===== src/rtl/i2s_tx.sv =====
// Stereo I2S transmitter: serialises signed sample pairs MSB first with the
// standard one-BCLK word-select offset, with a one-entry holding register.
module i2s_tx #(
   parameter int unsigned WD   = 24,
   parameter int unsigned SLOT = 32,
   parameter int unsigned DIV  = 4
) (
   input  logic          clk,
   input  logic          reset,
   input  logic [WD-1:0] l_data,
   input  logic [WD-1:0] r_data,
   input  logic          in_valid,
   output logic          in_ready,
   output logic          bclk,
   output logic          lrclk,
   output logic          sdata,
   output logic          underrun
);

   localparam int unsigned DW = (DIV > 2) ? $clog2(DIV) : 1;
   localparam int unsigned FW = 2 * SLOT;
   localparam int unsigned BW = $clog2(FW);

   logic [DW-1:0]   div_cnt, div_nxt;
   logic [BW-1:0]   bit_cnt, bit_nxt;
   logic            hold_full, hold_nxt;
   logic [WD-1:0]   hold_l, hold_r;
   logic [FW-1:0]   frame, frame_nxt;
   logic [SLOT-1:0] l_slot, r_slot;
   logic            fall, frame_start, accept, und_nxt, lr_nxt;

   // Next-state: divider, bit position, frame shifter and holding register
   always_comb begin
      fall        = (div_cnt == DW'(DIV - 1));
      div_nxt     = fall ? '0 : div_cnt + DW'(1);
      bit_nxt     = bit_cnt;
      if (fall) begin
         bit_nxt = (bit_cnt == BW'(FW - 1)) ? '0 : bit_cnt + BW'(1);
      end
      frame_start = fall && (bit_nxt == '0);
      accept      = in_valid && in_ready;
      // Left-justify each sample in its slot; the tail of the slot is zero
      l_slot      = SLOT'(hold_l) << (SLOT - WD);
      r_slot      = SLOT'(hold_r) << (SLOT - WD);

      frame_nxt   = frame;
      hold_nxt    = hold_full;
      und_nxt     = 1'b0;
      if (fall) begin
         frame_nxt = frame << 1;
      end
      if (frame_start) begin
         frame_nxt = hold_full ? {l_slot, r_slot} : '0;
         und_nxt   = !hold_full;
         hold_nxt  = 1'b0;
      end
      if (accept) begin
         hold_nxt = 1'b1;
      end
      lr_nxt = (bit_nxt >= BW'(SLOT - 1)) && (bit_nxt <= BW'(FW - 2));
   end

   always_ff @(posedge clk) begin
      if (reset) begin
         div_cnt   <= '0;
         bit_cnt   <= BW'(FW - 1);
         hold_full <= 1'b0;
         hold_l    <= '0;
         hold_r    <= '0;
         frame     <= '0;
         bclk      <= 1'b0;
         lrclk     <= 1'b0;
         sdata     <= 1'b0;
         underrun  <= 1'b0;
         in_ready  <= 1'b1;
      end else begin
         div_cnt   <= div_nxt;
         bit_cnt   <= bit_nxt;
         hold_full <= hold_nxt;
         frame     <= frame_nxt;
         if (accept) begin
            hold_l <= l_data;
            hold_r <= r_data;
         end
         bclk      <= (div_nxt >= DW'(DIV / 2));
         lrclk     <= lr_nxt;
         sdata     <= frame_nxt[FW-1];
         underrun  <= und_nxt;
         in_ready  <= !hold_nxt;
      end
   end

endmodule


===== config.mk =====
export PLATFORM = sky130hd
export DESIGN_NAME = i2s_tx
export DESIGN_NICKNAME = d
export VERILOG_FILES = /design/src/rtl/i2s_tx.sv
export SDC_FILE = /design/constraint.sdc
export NUM_CORES = 1
export LEC_CHECK = 0
export BUFFER_PORTS_ARGS = -buffer_cell sky130_fd_sc_hd__buf_2
export CAP_MARGIN = 10
export CORE_ASPECT_RATIO = 0.6
export CORE_MARGIN = 2
export CORE_UTILIZATION = 45
export CTS_CLUSTER_DIAMETER = 50
export DETAILED_ROUTE_END_ITERATION = 12
export PLACE_DENSITY = 0.6
export REMOVE_ABC_BUFFERS = 1
export SYNTH_ARGS = -nofsm -noshare
export SYNTH_HDL_FRONTEND = slang
export SYNTH_SLANG_ARGS = --single-unit

===== constraint.sdc =====
create_clock -name clk -period 4.45 [get_ports clk]
set_input_delay 0.2225 -clock clk [delete_from_list [all_inputs] [get_ports clk]]
set_output_delay 0.2225 -clock clk [all_outputs]
set_load 0.03 [all_outputs]

Yosys cells after proc, flatten, opt, wreduce, memory -nomap -nowiden
Index checks and enable logic that the tools add are counted.

storage, ports and cells
  register bits after elaboration = 125
  word-level logic and storage cells = 35

cells by class
  $add $sub $neg = 2
  $lt $le $gt $ge = 3
  equal/unequal tests = 2
  multiplexer cells = 8
  bitwise logic cells = 1
  reductions and logical operators = 8

operator list
  kind                                                                                 number
  64-bit 2-to-1 mux                                                                    3
  6-bit 2-to-1 mux                                                                     2
  6-bit by 1-bit adder with 6-bit output, second input constant                        1
  6-bit equality test, second input constant                                           1
  6-bit by 5-bit greater-or-equal comparator with 1-bit output, second input constant  1
  6-bit less-or-equal comparator, second input constant                                1
  6-bit zero test                                                                      1
  1-bit logical AND                                                                    3
  2-bit by 1-bit adder with 2-bit output, second input constant                        1
  2-bit equality test, second input constant                                           1
  2-bit greater-or-equal comparator, second input constant                             1
  1-bit zero test                                                                      2
  1-bit 2-to-1 mux                                                                     2
  2-bit 2-to-1 mux                                                                     1
  2-bit nonzero test                                                                   1
  2-bit OR reduction                                                                   1
  1-bit inverter                                                                       1

Logic depth before layout (Yosys ltp)
  word-level depth = 8
  gate-level depth with buffers = 9

Worst setup path before layout
Ideal clock, no wire load.

  path kind = register to register
  start point = register, netlist name bclk
  end point = register frame[14]
  data arrival time = 2.008 ns
  path slack = 2.316 ns
  cell stages (with the launch flop) = 8
  buffers on the path = 2
  period minus slack after synthesis = 2.134 ns
  path through = dfxtp_1 ha_1 nand4_1 mux2i_1 a2111oi_4 buf_4 buf_2 o211ai_1

RTL lines
  element               line  source
  to (signal assigned)  80    frame <= frame_nxt;
  to (decl)             28    logic [FW-1:0] frame, frame_nxt;

Worst setup path after layout
  start point = register div_cnt[0]
  end point = register hold_full

between the ends
  word-level cells in the longest chain between the ends = 6

RTL lines
  element                 line  source
  from (decl)             24    logic [DW-1:0] div_cnt, div_nxt;
  from (signal assigned)  77    div_cnt <= div_nxt;
  2-bit equality test *   34    fall = (div_cnt == DW'(DIV - 1));
  6-bit 2-to-1 mux        37    if (fall) begin
  6-bit zero test         40    frame_start = fall && (bit_nxt == '0);
  1-bit logical AND *     40
  1-bit 2-to-1 mux *      52    if (frame_start) begin
  1-bit 2-to-1 mux *      57    if (accept) begin
  to (signal assigned)    79    hold_full <= hold_nxt;
  to (decl)               26    logic hold_full, hold_nxt;

Every way passes the cells marked *; elsewhere a longest branch is shown, timed or not.
A chain may end at the register's enable or synchronous reset.

==> results.toml <==
[status]
status = "completed"

[finish]
fin_cells = 739
syn_to_final_growth_pct = 18.18
drive_above_1_share_pct = 15.73
diodes = 0
design_area_um2 = 5458
fin_util_pct = 55.05
final_nets = 646

[placement]
place_area_um2 = 4893
place_inst = 709
dp_hpwl_um = 5806
place_congestion = 0.7300
io_buffer_count = 55

[timing]
fmax_ghz = 0.3333
rsz0062_at_grt = "false"
min_period_over_period_pct = 67.43
relSlewSlack_pct = 31.79
tightest_slew_ns = 1.023
fin_skew_ns = 0.006847
fin_crit_ns = 3.001
hold_viol_final = 0
slew_viol_final = 0
finalSetupViolCount = 0
finalSetupTns_ns = 0

[clock_network]
numCtsBuffers = 17
clkTransAtPathRegs_ns = 0.05
h-tree-depth = 4
holdBufCountCts = 0
clock_latency_ns = 0.40
postCtsResizedCells = 0
clock_path_buffers = 2
cts.sinks = 116
cts_tree = "done"
cts_setup_buffers = 0
root_buffer = "clkbuf_16"

[global_route]
antenna_found_initial = 0
first_global_vias = 3550
grt_max_degree = 74
grt_use_total_pct = 19.60
grt_overflow = 0
grt_first_pass_wirelength_um = 16940

[die]
start_util_pct = 46.58
die_h_um = 82.47
num_rows = 28
core_area_um2 = 9915
boundaryPins = 56
die-area_um2 = 11120
die_w_um = 134.8

[route]
drtAntennaViolNets = 0
wirelength_um = 10190
route.detailed.drc = 0
drtIter0Drc = 308
vias = 3898
wire_per_inst_um = 13.78
vias_per_cell = 5.275
dr.pass1.iters = 4

[synth]
yosysSeqAreaShare_pct = 50.28
syn_inst = 566
yosysWarnings = 0
yosysUniqueCellTypes = 38
synth_area_um2 = 4618
synth_mux_area_share_pct = 0.2167
ys_ff_latch = 116
synth_xor_area_share_pct = 0.3793
synth_area_per_cell_um2 = 8.159
synth_top_family_by_area = "simple AND/OR/NAND/NOR gates"
synth-simple-area-share_pct = 26.23
synth_compound_area_share_pct = 17.29
synthAdderAreaFrac_pct = 0.5419

[setup_path]
crit_arrival_ns = 3.23
crit_path_max_fanout = 55
cp_cell_sequence = "ha_1, nand4_1, mux2i_1, a2111oi_4, buf_4, buf_4, nand2b_1, a21oi_1"
crit_type = "flip-flop to flip-flop"
cpPeakStageDelay_ns = 0.50
crit_path_frequent_cell = "buf_4"
required_ns = 4.68
cpMaxStageDelayCell = "buf_4"
critical_path.startpoint_type = "flip-flop"
end_kind = "flip-flop"

[pwr]
p_total_mw = 2.582
powerDensity_nw_per_um2 = 473.1
leakage_nw = 1.969
ir_drop_v = 0.0003070

[run]
maxCapViolCount = 0

[hold_path]
min_path_type = "primary input to flip-flop"
worst paths after layout:
| check | startpoint | end | slack [ns] | depth (start not counted) |
|---|---|---|---|---|
| min | r_data[13] | hold_r[13] | 0.06 | 3 |
| max | div_cnt[0] | hold_full | 1.45 | 8 |
| max reg2reg | div_cnt[0] | hold_full | 1.45 | 8 |
| min reg2reg | div_cnt[0] | div_cnt[0] | 0.44 | 1 |
cell usage after synthesis:
| master | n | area (um2) |
|---|---|---|
| a2111oi_4 | 1 | 27.53 |
| a211o_1 | 2 | 17.52 |
| a21o_1 | 2 | 15.01 |
| a21oi_1 | 51 | 255.2 |
| a22o_1 | 8 | 70.07 |
| a22oi_1 | 1 | 7.510 |
| a31o_2 | 1 | 8.760 |
| a31oi_1 | 2 | 12.51 |
| a32o_1 | 1 | 10.01 |
| and2_1 | 3 | 18.77 |
| and3_1 | 2 | 12.51 |
| and3b_1 | 1 | 8.760 |
| and4_1 | 2 | 17.52 |
| buf_1 | 4 | 15.01 |
| buf_2 | 10 | 50.05 |
| buf_4 | 1 | 7.510 |
| buf_6 | 2 | 22.52 |
| clkbuf_1 | 35 | 131.4 |
| dfxtp_1 | 116 | 2322 |
| ha_1 | 2 | 25.02 |
| inv_1 | 2 | 7.510 |
| mux2i_1 | 1 | 10.01 |
| nand2_1 | 196 | 735.7 |
| nand2b_1 | 2 | 12.51 |
| nand3_1 | 2 | 10.01 |
| nand4_1 | 48 | 300.3 |
| nand4b_1 | 1 | 8.760 |
| nor2_1 | 3 | 11.26 |
| nor2b_1 | 3 | 18.77 |
| nor3_1 | 4 | 20.02 |
| nor3b_1 | 2 | 15.01 |
| nor4b_2 | 1 | 15.01 |
| o211ai_1 | 47 | 352.8 |
| o21ai_0 | 3 | 15.01 |
| o22ai_1 | 1 | 6.260 |
| or3_1 | 1 | 6.260 |
| xnor2_1 | 1 | 8.760 |
| xor2_1 | 1 | 8.760 |
per-stage QoR:
step	hold slack [ns]	setup WS, ns
2_1_floorplan	0.2916	-0.1689
3_3_place_gp	0.4087	1.574
3_5_place_dp	0.4433	1.456
4_1_cts	0.04243	1.448
5_1_grt	0.04982	1.175
6_report	0.05803	1.449
cells by family (layout without fill, tap and decap cells):
group,after synthesis,in the layout
mux,1,1
buf+inv,54,92
flops,116,116
compound gates,120,120
fa+ha+maj,2,2
simple gates,271,271
xor+xnor,2,2
per-layer routing:
metal	track usage (%)	wire (um)	vias to the layer above
met5	0	0	-
met1	25.79	5296	1793
li1	-	-	2029
met4	9.789	61	0
met3	4.823	403	4
met2	30.46	4426	72
critical path: cells and delay by family (launching register included):
kind / cells / cell delay (ns)
buffers and inverters: 2 / 0.95
and+or+nand+nor: 2 / 0.46
AOI/OAI and AO/OA: 2 / 0.44
adders and majority gates: 1 / 0.41
DFF: 1 / 0.33
muxes: 1 / 0.21
state kept, by name, indices dropped and copies added (netlist names):
register	cells
bclk	1
in_ready	1
hold_r	24
hold_full	1
hold_l	24
div_cnt	1
frame	56
underrun	1
lrclk	1
bit_cnt	6
power by group:
group,switching [mW],internal (mW),total (mW)
combinational,0.114,0.0640,0.178
sequential,0.0397,1.08,1.12
clock,0.438,0.847,1.29
total,0.592,1.99,2.58
layout make-up:
cell class                 instances  area (um2)
clock buffer                      26       519.2
clock inverter                     4       45.04
fill                             912        4457
inverter                           2       7.507
multi-input combinational        396        2081
sequential                       116        2323
tap                              135       168.9
timing repair buffer              60       312.8
cell usage in the layout (no fill, tap or decap), drive strengths merged, types with 2 or more instances in the layout:
master / count
nor3: 4
a211o: 2
nand3: 2
inv: 2
dfxtp: 116
and3: 2
nand4: 48
buf: 60
nor3b: 2
nand2b: 2
nor2: 3
clkinv: 3
nor2b: 3
a22o: 8
clkbuf: 26
o211ai: 47
a21o: 2
ha: 2
nand2: 196
a31oi: 2
a21oi: 51
and4: 2
o21ai: 3
and2: 3
Power figures use the tool's default switching activity.
